`src/rtl/run_result_collector.sv`:
```
// run_result_collector: captures {run_id, E, A} on each rising edge of F into a
// show-ahead FIFO drained by valid/ready; keeps a run counter and a sticky overflow flag.
module run_result_collector #(
    parameter int DEPTH = 4,
    parameter int CNT_W = 8
) (
    input  logic                       clock,
    input  logic                       reset_b,
    input  logic [3:0]                 A,
    input  logic                       E,
    input  logic                       F,
    input  logic                       rd_ready,
    input  logic                       clr_ovf,
    output logic                       rd_valid,
    output logic [CNT_W+4:0]           rd_data,
    output logic [$clog2(DEPTH):0]     level,
    output logic [CNT_W-1:0]           run_count,
    output logic                       overflow
);
    localparam int AW = $clog2(DEPTH);
    localparam int LW = AW + 1;

    logic              f_q;
    logic [AW-1:0]     wr_ptr, rd_ptr;
    logic [CNT_W+4:0]  mem [DEPTH];
    logic              capture, full, pop, push, drop;

    assign capture  = F & ~f_q;
    assign full     = level == LW'(DEPTH);
    assign rd_valid = level != '0;
    assign pop      = rd_valid & rd_ready;
    assign push     = capture & (~full | pop);
    assign drop     = capture & full & ~pop;
    assign rd_data  = mem[rd_ptr];

    // f_q resets high so a level-high F at reset release is not a completion
    always_ff @(posedge clock or negedge reset_b) begin
        if (!reset_b) begin
            f_q       <= 1'b1;
            wr_ptr    <= '0;
            rd_ptr    <= '0;
            level     <= '0;
            run_count <= '0;
            overflow  <= 1'b0;
        end else begin
            f_q       <= F;
            wr_ptr    <= push ? wr_ptr + AW'(1) : wr_ptr;
            rd_ptr    <= pop ? rd_ptr + AW'(1) : rd_ptr;
            level     <= level + LW'(push) - LW'(pop);
            run_count <= capture ? run_count + CNT_W'(1) : run_count;
            overflow  <= drop | (overflow & ~clr_ovf);
        end
    end

    always_ff @(posedge clock) begin
        if (push) mem[wr_ptr] <= {run_count, E, A};
    end
endmodule

```
`config.mk`:
```
export PLATFORM = sky130hd
export DESIGN_NAME = run_result_collector
export DESIGN_NICKNAME = d
export VERILOG_FILES = /design/src/rtl/run_result_collector.sv
export SDC_FILE = /design/constraint.sdc
export NUM_CORES = 1
export LEC_CHECK = 0
export CAP_MARGIN = 20
export CORE_UTILIZATION = 36
export DETAILED_ROUTE_END_ITERATION = 6
export GPL_TIMING_DRIVEN = 0
export HOLD_SLACK_MARGIN = 0.06
export SKIP_LAST_GASP = 1
export SLEW_MARGIN = 20
export SYNTH_ARGS = -nofsm -noshare
export SYNTH_HDL_FRONTEND = slang
export SYNTH_SLANG_ARGS = --single-unit
```
`constraint.sdc`:
```
create_clock -name clock -period 2.9 [get_ports clock]
set_input_delay 0.435 -clock clock [delete_from_list [all_inputs] [get_ports clock]]
set_output_delay 0.435 -clock clock [all_outputs]
set_load 0.1 [all_outputs]
```
==> Flow_metrics.wiki <==
{| class="wikitable"
! Metric !! Value
|-
| Outcome || finished clean
|-
| Chip Width || roughly 89 um
|-
| Setup tns final || 0 ns
|-
| Start-to-end type of the worst setup path || register to output pin
|-
| Share of synthesized area occupied by flip-flops and latches || 0.733
|-
| Sinks on Clock Net || 69
|-
| Gate Count Post-Synth || 136
|-
| DRC violation count after routing || 0
|-
| Minimum clock period after layout || 2.79 ns
|-
| Area of combinational cells with multiple inputs || approximately 670 um^2
|-
| Number of filler cells placed in the layout || 642
|-
| Number of global-route vias before repair || 1,464
|-
| Sequential cell area || approximately 0.002 mm^2
|-
| Overall via count from detail_route || 1,337
|-
| Number of flip-flops and latches in the synthesized netlist || 69
|-
| Number of setup violations in the final report || 0
|-
| Worst Max-Slew Pin Slew || 0.985 ns
|-
| Upper clock frequency limit || ~360 MHz
|-
| Overall track demand over capacity in global routing || 0.139
|-
| Hold slack || 0.541 ns
|-
| Share of the synthesized area in the top cell type || 0.575
|-
| Antenna diode count || 0
|-
| Most common cell in the netlist || sky130_fd_sc_hd__edfxtp_1
|-
| Post-synth EDFFs || between 50 and 60
|-
| Total wire length after detailed routing || 4.75 mm
|-
| Unrepaired setup endpoints after global routing || no
|-
| Number of primary I/O pins || 36
|-
| Setup slack of the critical path after layout || 0.105 ns
|-
| Syn Nets || 154
|-
| Part of the cycle the worst path needs || 0.964
|-
| Wire length of the first global-routing pass || 7.45 mm
|-
| Number of buffers created by CTS || 9
|-
| Synth unique cells || 26
|-
| Worst setup timing slack at the placement stage || -0.165 ns
|-
| Maximum number of pins on one net before global-route repair || 18
|-
| Layout net count || 200
|-
| Total die area || around 0.008 mm^2
|-
| Vias per Instance || 4.67
|-
| Required time at the endpoint of the critical path || about 2.5 ns
|-
| Relative max-transition margin || 0.341
|-
| Core region area || 0.00725 mm^2
|-
| Number of nets with antenna violations after routing || 0
|-
| Floorplan die height || between 80 and 90 um
|-
| Root cell of the clock tree || sky130_fd_sc_hd__clkbuf_8
|-
| Starting DRC count in detailed routing || 48
|-
| Wire length per cell after detailed routing || 16.6 um
|-
| Biggest fanout along the worst timing path || 6
|-
| CP endpoint kind || output pin
|-
| Yosys warnings || 0
|-
| Synth area leaders || sky130_fd_sc_hd__edfxtp_1, sky130_fd_sc_hd__dfrtp_1, sky130_fd_sc_hd__mux4_2, sky130_fd_sc_hd__ha_1, sky130_fd_sc_hd__xnor2_1
|-
| Clock tree buffer depth || 2
|-
| Main flop type after synthesis || sky130_fd_sc_hd__edfxtp_1
|-
| Initial Util || 0.374
|-
| Hold WC Path Type || register to register
|-
| Pre-Repair DR Iteration Count || 4
|-
| Fraction of layout instances using a drive strength above 1 || 0.251
|-
| Top cells by count, synth || sky130_fd_sc_hd__edfxtp_1, sky130_fd_sc_hd__dfrtp_1, sky130_fd_sc_hd__mux4_2
|-
| Post-synthesis average cell area || about 20 um^2
|-
| TritonCTS clock tree || built
|-
| Arrival time at the worst endpoint || 2.36 ns
|-
| Share of synthesized registers carrying an async set or reset || 0.246
|-
| Deepest level of the CTS H-tree || 3
|-
| Biggest area consumer among synthesized cells || sky130_fd_sc_hd__edfxtp_1
|-
| Post-Route Skew || 0.00826 ns
|-
| Number of buffers inserted by post-CTS setup repair || 0
|-
| Area grow syn2layout || 24.4%
|-
| Critical path launch point type || register
|-
| Final number of hold-violating endpoints || 0
|-
| Max_cap viols || 0
|-
| Synth Cell Area || ~0.0027 mm^2
|-
| Clk Latency, worst-skew pair || 0.34 ns
|-
| IO buf count || 35
|-
| Final HPWL from detailed placement || 3.08 mm
|-
| Number of antenna violations at the first check in global routing || 0
|-
| Final Wtd Congestion || 0.724
|-
| Rows || 31
|-
| Global-route congestion overflow total || 0
|-
| Max Slew Vio Count || 0
|-
| Clock-pin transition on the worst setup and hold timing paths || 0.07 ns
|}
[logic make-up after synthesis]
logic type / Yosys count / synth area share
flops: 69 / 0.733
simple gates: 18 / 0.0456
mux: 14 / 0.112
xor+xnor: 12 / 0.0415
buf+inv: 12 / 0.0194
fa+ha+maj: 8 / 0.0396
compound gates: 3 / 0.00922
[layout by cell type (no fill, tap or decap), types with 3 or more instances in the layout]
cell type	instances
sky130_fd_sc_hd__and3_2	4
sky130_fd_sc_hd__buf_2	3
sky130_fd_sc_hd__clkbuf_8	9
sky130_fd_sc_hd__clkdlybuf4s50_1	23
sky130_fd_sc_hd__clkinv_2	4
sky130_fd_sc_hd__dfrtp_1	14
sky130_fd_sc_hd__dlygate4sd2_1	9
sky130_fd_sc_hd__dlymetal6s2s_1	3
sky130_fd_sc_hd__edfxtp_1	52
sky130_fd_sc_hd__ha_1	7
sky130_fd_sc_hd__inv_1	8
sky130_fd_sc_hd__mux4_2	13
sky130_fd_sc_hd__nand2_1	3
sky130_fd_sc_hd__nand4_1	4
sky130_fd_sc_hd__xnor2_1	9
[stage by stage]
step                instance area [um^2]  utilization  cells
global placement                    3190        0.440    270
floorplan                           2720            -    136
detailed placement                  3190        0.440    270
finish                              3380        0.466    286
global route                        3380        0.466    286
CTS                                 3370        0.465    286
[critical path, cell delays in order (launching register included)]
cell and delay, ns:
sky130_fd_sc_hd__dfrtp_1 0.32, sky130_fd_sc_hd__buf_2 0.21, sky130_fd_sc_hd__mux4_2 0.51, sky130_fd_sc_hd__clkdlybuf4s50_1 0.97
[what timing repair did]
action                                  CTS  global route
hold buffers                              0             0
gates resized for setup                   9             3
gates cloned                              0             0
endpoints found under the setup margin    9             3
[final timing paths]
| path | start | end | slack [ns] | cells past startpoint |
|---|---|---|---|---|
| min in group asynchronous | reset_b | level[0] | 0.56 | 1 |
| setup reg to reg | level[1] | level[2] | 0.26 | 10 |
| max in group asynchronous | reset_b | level[1] | 1.79 | 1 |
| hold / removal | level[2] | level[2] | 0.54 | 1 |
| hold reg to reg | level[2] | level[2] | 0.54 | 1 |
| setup / recovery | rd_ptr[0] | rd_data[0] | 0.11 | 3 |
[state kept, by name (all words and copies together), names as in the netlist]
signal	count
level	3
overflow	1
wr_ptr	2
rd_ptr	2
run_count	8
f_q	1
mem	52
[final cells by class]
type                    count  area share
flip-flops and latches     69       0.589
multi-input cells          55       0.199
repair buffers             35       0.103
clock buffers               9      0.0367
well taps                  99      0.0367
clock inverters             7      0.0196
inverters                   8     0.00889
plain buffers               4     0.00667
[metal layers]
metal | vias to the layer above | GRT usage | part of all wire | routed length, um
met3 | 8 | 0.0541 | 0.057 | 272
met5 | - | 0 | 0 | 0
met1 | 674 | 0.177 | 0.45 | 2150
li1 | 616 | - | - | -
met2 | 39 | 0.215 | 0.48 | 2270
met4 | 0 | 0.0528 | 0.012 | 55
Power is not shown: default switching activity piles up to over one toggle a cycle in this logic, so the estimate is an artifact.
